<file path="src/rtl/lc3b_types.sv">
// Shared LC-3b datapath types: machine word and pipeline-stage occupancy states.
package lc3b_types;

  localparam int unsigned WORD_W = 16;

  typedef logic [WORD_W-1:0] lc3b_word;

  typedef enum logic [1:0] {
    EMPTY = 2'd0,
    FULL  = 2'd1,
    SKID  = 2'd2
  } stage_state_t;

  // Encoding is chosen so the state value is the entry count.
  function automatic logic [1:0] state_occupancy(input stage_state_t s);
    return 2'(s);
  endfunction

endpackage

</file>
<file path="src/rtl/ff.sv">
// Generic enabled register with synchronous reset and synchronous clear to RESET_VAL.
module ff #(
  parameter int unsigned       WIDTH     = 16,
  parameter logic [WIDTH-1:0]  RESET_VAL = '0
) (
  input  logic             clk_i,
  input  logic             rst_i,
  input  logic             clr_i,
  input  logic             en_i,
  input  logic [WIDTH-1:0] d_i,
  output logic [WIDTH-1:0] q_o
);

  logic [WIDTH-1:0] data_q;

  always_ff @(posedge clk_i) begin
    if (rst_i || clr_i) begin
      data_q <= RESET_VAL;
    end else if (en_i) begin
      data_q <= d_i;
    end
  end

  assign q_o = data_q;

endmodule

</file>
<file path="src/rtl/stage_slot.sv">
// One pipeline-stage entry: NFIELDS words with load and synchronous clear.
module stage_slot
  import lc3b_types::*;
#(
  parameter int unsigned NFIELDS    = 2,
  parameter lc3b_word    RESET_WORD = 16'h0000
) (
  input  logic                     clk_i,
  input  logic                     rst_i,
  input  logic                     clr_i,
  input  logic                     load_i,
  input  lc3b_word [NFIELDS-1:0]   d_i,
  output lc3b_word [NFIELDS-1:0]   q_o
);

  for (genvar f = 0; f < NFIELDS; f++) begin : g_field
    ff #(
      .WIDTH     (WORD_W),
      .RESET_VAL (RESET_WORD)
    ) u_ff (
      .clk_i (clk_i),
      .rst_i (rst_i),
      .clr_i (clr_i),
      .en_i  (load_i),
      .d_i   (d_i[f]),
      .q_o   (q_o[f])
    );
  end

endmodule

</file>
<file path="src/rtl/stage_ff.sv">
// Valid/ready pipeline stage register with optional skid slot.
// Define STAGE_FF_SKID_EN for a registered in_ready backed by a second (skid) entry.
module stage_ff
  import lc3b_types::*;
#(
  parameter int unsigned NFIELDS    = 2,
  parameter lc3b_word    RESET_WORD = 16'h0000
) (
  input  logic                    clk,
  input  logic                    reset,
  input  logic                    flush,
  input  logic                    in_valid,
  output logic                    in_ready,
  input  lc3b_word [NFIELDS-1:0]  in_data,
  output logic                    out_valid,
  input  logic                    out_ready,
  output lc3b_word [NFIELDS-1:0]  out_data,
  output logic [1:0]              occupancy
);

  stage_state_t           state_q, state_d;
  logic                   out_valid_q;
  logic [1:0]             occupancy_q;
  logic                   accept, consume;
  logic                   main_load;
  lc3b_word [NFIELDS-1:0] main_d;

`ifdef STAGE_FF_SKID_EN
  logic                   in_ready_q;
  logic                   skid_load, skid_clr;
  lc3b_word [NFIELDS-1:0] skid_q;

  assign in_ready = in_ready_q;
`else
  assign in_ready = !out_valid_q || out_ready;
`endif

  assign accept    = in_valid && in_ready;
  assign consume   = out_valid_q && out_ready;
  assign out_valid = out_valid_q;
  assign occupancy = occupancy_q;

  // Next state and slot controls; flush wins over accept/consume.
  always_comb begin
    state_d   = state_q;
    main_load = 1'b0;
    main_d    = in_data;
`ifdef STAGE_FF_SKID_EN
    skid_load = 1'b0;
    skid_clr  = flush;
`endif
    case (state_q)
      EMPTY: begin
        if (accept) begin
          state_d   = FULL;
          main_load = 1'b1;
        end
      end
      FULL: begin
        if (accept && consume) begin
          main_load = 1'b1;
        end else if (consume) begin
          state_d = EMPTY;
`ifdef STAGE_FF_SKID_EN
        end else if (accept) begin
          state_d   = SKID;
          skid_load = 1'b1;
`endif
        end
      end
`ifdef STAGE_FF_SKID_EN
      SKID: begin
        if (consume) begin
          state_d   = FULL;
          main_load = 1'b1;
          main_d    = skid_q;
          skid_clr  = 1'b1;
        end
      end
`endif
      default: state_d = EMPTY;
    endcase
    if (flush) begin
      state_d = EMPTY;
    end
  end

  always_ff @(posedge clk) begin
    if (reset) begin
      state_q     <= EMPTY;
      out_valid_q <= 1'b0;
      occupancy_q <= 2'd0;
`ifdef STAGE_FF_SKID_EN
      in_ready_q  <= 1'b1;
`endif
    end else begin
      state_q     <= state_d;
      out_valid_q <= (state_d != EMPTY);
      occupancy_q <= state_occupancy(state_d);
`ifdef STAGE_FF_SKID_EN
      in_ready_q  <= (state_d != SKID);
`endif
    end
  end

  stage_slot #(
    .NFIELDS    (NFIELDS),
    .RESET_WORD (RESET_WORD)
  ) u_main (
    .clk_i  (clk),
    .rst_i  (reset),
    .clr_i  (flush),
    .load_i (main_load),
    .d_i    (main_d),
    .q_o    (out_data)
  );

`ifdef STAGE_FF_SKID_EN
  stage_slot #(
    .NFIELDS    (NFIELDS),
    .RESET_WORD (RESET_WORD)
  ) u_skid (
    .clk_i  (clk),
    .rst_i  (reset),
    .clr_i  (skid_clr),
    .load_i (skid_load),
    .d_i    (in_data),
    .q_o    (skid_q)
  );
`endif

endmodule

</file>
<file path="config.mk">
export PLATFORM = sky130hd
export DESIGN_NAME = stage_ff
export DESIGN_NICKNAME = d
export VERILOG_FILES = /design/src/rtl/lc3b_types.sv /design/src/rtl/ff.sv /design/src/rtl/stage_slot.sv /design/src/rtl/stage_ff.sv
export SDC_FILE = /design/constraint.sdc
export NUM_CORES = 1
export LEC_CHECK = 0
export CORE_ASPECT_RATIO = 1.5
export CORE_MARGIN = 3
export CORE_UTILIZATION = 42
export CTS_BUF_LIST = sky130_fd_sc_hd__clkbuf_4 sky130_fd_sc_hd__clkbuf_8 sky130_fd_sc_hd__clkbuf_16
export CTS_CLUSTER_SIZE = 8
export DETAILED_ROUTE_END_ITERATION = 16
export PLACE_DENSITY = 0.83
export SETUP_SLACK_MARGIN = 0.4
export SLEW_MARGIN = 20
export SYNTH_ARGS = -nofsm -noshare
export SYNTH_HDL_FRONTEND = slang
export SYNTH_SLANG_ARGS = --single-unit
</file>
<file path="constraint.sdc">
create_clock -name clk -period 2.58 [get_ports clk]
set_input_delay 0.387 -clock clk [delete_from_list [all_inputs] [get_ports clk]]
set_output_delay 0.387 -clock clk [all_outputs]
set_load 0.005 [all_outputs]
</file>
==> flow_summary.toml <==
[critical_path]
crit_path_end_kind = "output pin"
cp.required_ns = 2.19
crit_top_cell = "clkdlybuf4s50_1"
cp_cell_sequence = "clkdlybuf4s50_1, nand2b_1, clkdlybuf4s50_1"
cpPeakStageDelay_ns = 0.51
crit_type = "primary input to output pin"
crit_path_top_delay_cell = "clkdlybuf4s50_1"
cp.arrival_ns = 1.48
start_kind = "primary input"
crit_path_max_fanout = 2

[route]
routed_wirelength_um = 2850
dr_total_vias = 1211
drt_first_pass_iters = 3
vias_per_cell = 4.57
wl_per_cell_um = 10.8
detail-route-antenna-nets = 0
drt_iter0_markers = 28
drc_errors = 0

[final_layout]
finalInstanceArea_um2 = 2240
area_delta_synth_final_pct = 56.7
final_common_cell = "clkdlybuf4s50_1"
mostFrequentLayoutCells = "clkdlybuf4s50_1 (72), nand2_1 (65), dfxtp_1 (35)"
nets = 261
antenna_cells = 0
drive_gt1_share_pct = 6.22

[sta]
finalClockSkew_ns = 0.00334
period_needed_ns = 1.87
setup-tns-final_ns = 0
slew_viol_final = 0
fin_crit_sh_pct = 72.5
max_freq_ghz = 0.535
setup_violations = 0
hold_violations = 0
rsz0062_at_grt = "no"

[clocking]
cts_hold_buf = 0
h-tree-depth = 2
clkTransAtPathRegs_ns = 0.06
cts_tree = "yes"
post_cts_resized = 0
cts_buffer_depth = 2
clkLatencyLatePin_ns = 0.27
cts-root-buf = "clkbuf_8"
post_cts_buffers = 0
cts_buffers = 5
cts.sinks = 35

[pwr]
power.density_nw_per_um2 = 489
power_leakage_nw = 0.815
vdd_drop_max_mv = 0.465

[yosys]
syn_area_per_cell_um2 = 9.40
synthXorXnorAreaFrac_pct = 0
synth-seq-cells = 35
synth_mux_area_share_pct = 22.4
synth_top_family_by_area = "multiplexers"
syn-num-nets = 189
ys_warn_count = 0
synth_cell_types = 13
synth_compound_area_share_pct = 1.49
yosysSeqAreaShare_pct = 49.0
netlist_area_um2 = 1430
synth-simple-area-share_pct = 20.3
synthAdderAreaFrac_pct = 0
netlist_instances = 152

[floorplanning]
start_util_pct = 44.3
fp.dieW_um = 53.6
dieHeight_um = 77.4
coreArea_um2 = 3220
io_pins = 73
die_area_um2 = 4150
rows = 25

[run]
drv_cap = 0

[global_route]
grt_overflow = 0
antenna_found_initial = 0
gr-usage-all-layers_pct = 16.0
grt_pass1_wl_um = 5050
grt_max_degree = 45
grt_pass1_vias = 1182

[place]
portBuffers = 72
dp_hpwl_um = 2100
place_area_um2 = 2150
gp_congestion = 0.750

[worst_hold_path]
hold_class = "register to register"

[run_status]
outcome = "finished clean"
-- cells in the mapped netlist --
library cell	n	share of area, %
buf_2	5	1.8
or2_4	1	0.61
a21oi_4	1	1.1
nand2b_1	2	0.88
clkbuf_1	2	0.53
buf_12	3	4.2
nor2_1	2	0.53
a21oi_1	1	0.35
conb_1	1	0.26
mux2i_1	32	22
nor4b_1	2	1.2
nand2_1	65	17
dfxtp_1	35	49
-- worst max-delay path: cells and delay by family --
family	cells	cell delay (ns)
buf+inv	2	0.98
simple gates	1	0.12
-- cells by family after synthesis --
kind of cell,after synthesis
muxes,32
DFF,35
other,1
AOI/OAI and AO/OA,2
buffers and inverters,10
and+or+nand+nor,72
-- flip-flops by register name (all words and copies together), names as in the netlist --
signal                   count
out_valid                    1
occupancy                    2
u_main.g_field.u_ff.q_o     32
-- path summary, 6_finish.rpt --
path / endpoint / slack (ns) / cells past startpoint / from
worst max-delay path: in_ready / 0.71 / 3 / out_ready
worst min-delay path: u_main.g_field[1].u_ff.q_o[10]$_SDFFE_PP0P_ / 0.46 / 2 / u_main.g_field[1].u_ff.q_o[10]$_SDFFE_PP0P_
worst max register to register: u_main.g_field[1].u_ff.q_o[5]$_SDFFE_PP0P_ / 1.23 / 4 / occupancy[0]$_SDFF_PP0_
worst min register to register: u_main.g_field[1].u_ff.q_o[10]$_SDFFE_PP0P_ / 0.46 / 2 / u_main.g_field[1].u_ff.q_o[10]$_SDFFE_PP0P_
-- metrics by stage --
step	cells	hold slack [ns]	setup slack [ns]	total power, mW	util [%]
floorplan	152	0.451	1.32	0.643	-
global placement	257	0.442	0.720	0.725	66.7
detailed placement	257	0.449	0.707	0.726	66.7
CTS	265	0.458	0.703	1.12	69.5
global route	265	0.469	0.670	1.16	69.5
finish	265	0.456	0.709	1.10	69.5
-- routing by layer --
layer	track usage, %	vias up	part of all wire [%]
met2	25.7	46	50
met4	6.91	0	1.7
met3	6.14	4	9.0
met5	0	-	0
met1	18.3	533	40
li1	-	628	-
-- layout make-up --
type | instances | area [um2]
clock buffer | 7 | 83.8
timing repair buffer | 75 | 756
clock inverter | 1 | 5.00
tap | 40 | 50.0
sequential | 35 | 701
fill | 258 | 983
multi-input combinational | 107 | 643
-- power by group --
group	internal (mW)	total, mW	leakage [nW]	switching (mW)
Combinational	0.0976	0.151	0.482	0.0533
Sequential	0.554	0.561	0.284	0.00713
Clock	0.210	0.384	0.0491	0.174
Note: power is estimated with default switching activity, not from simulation.
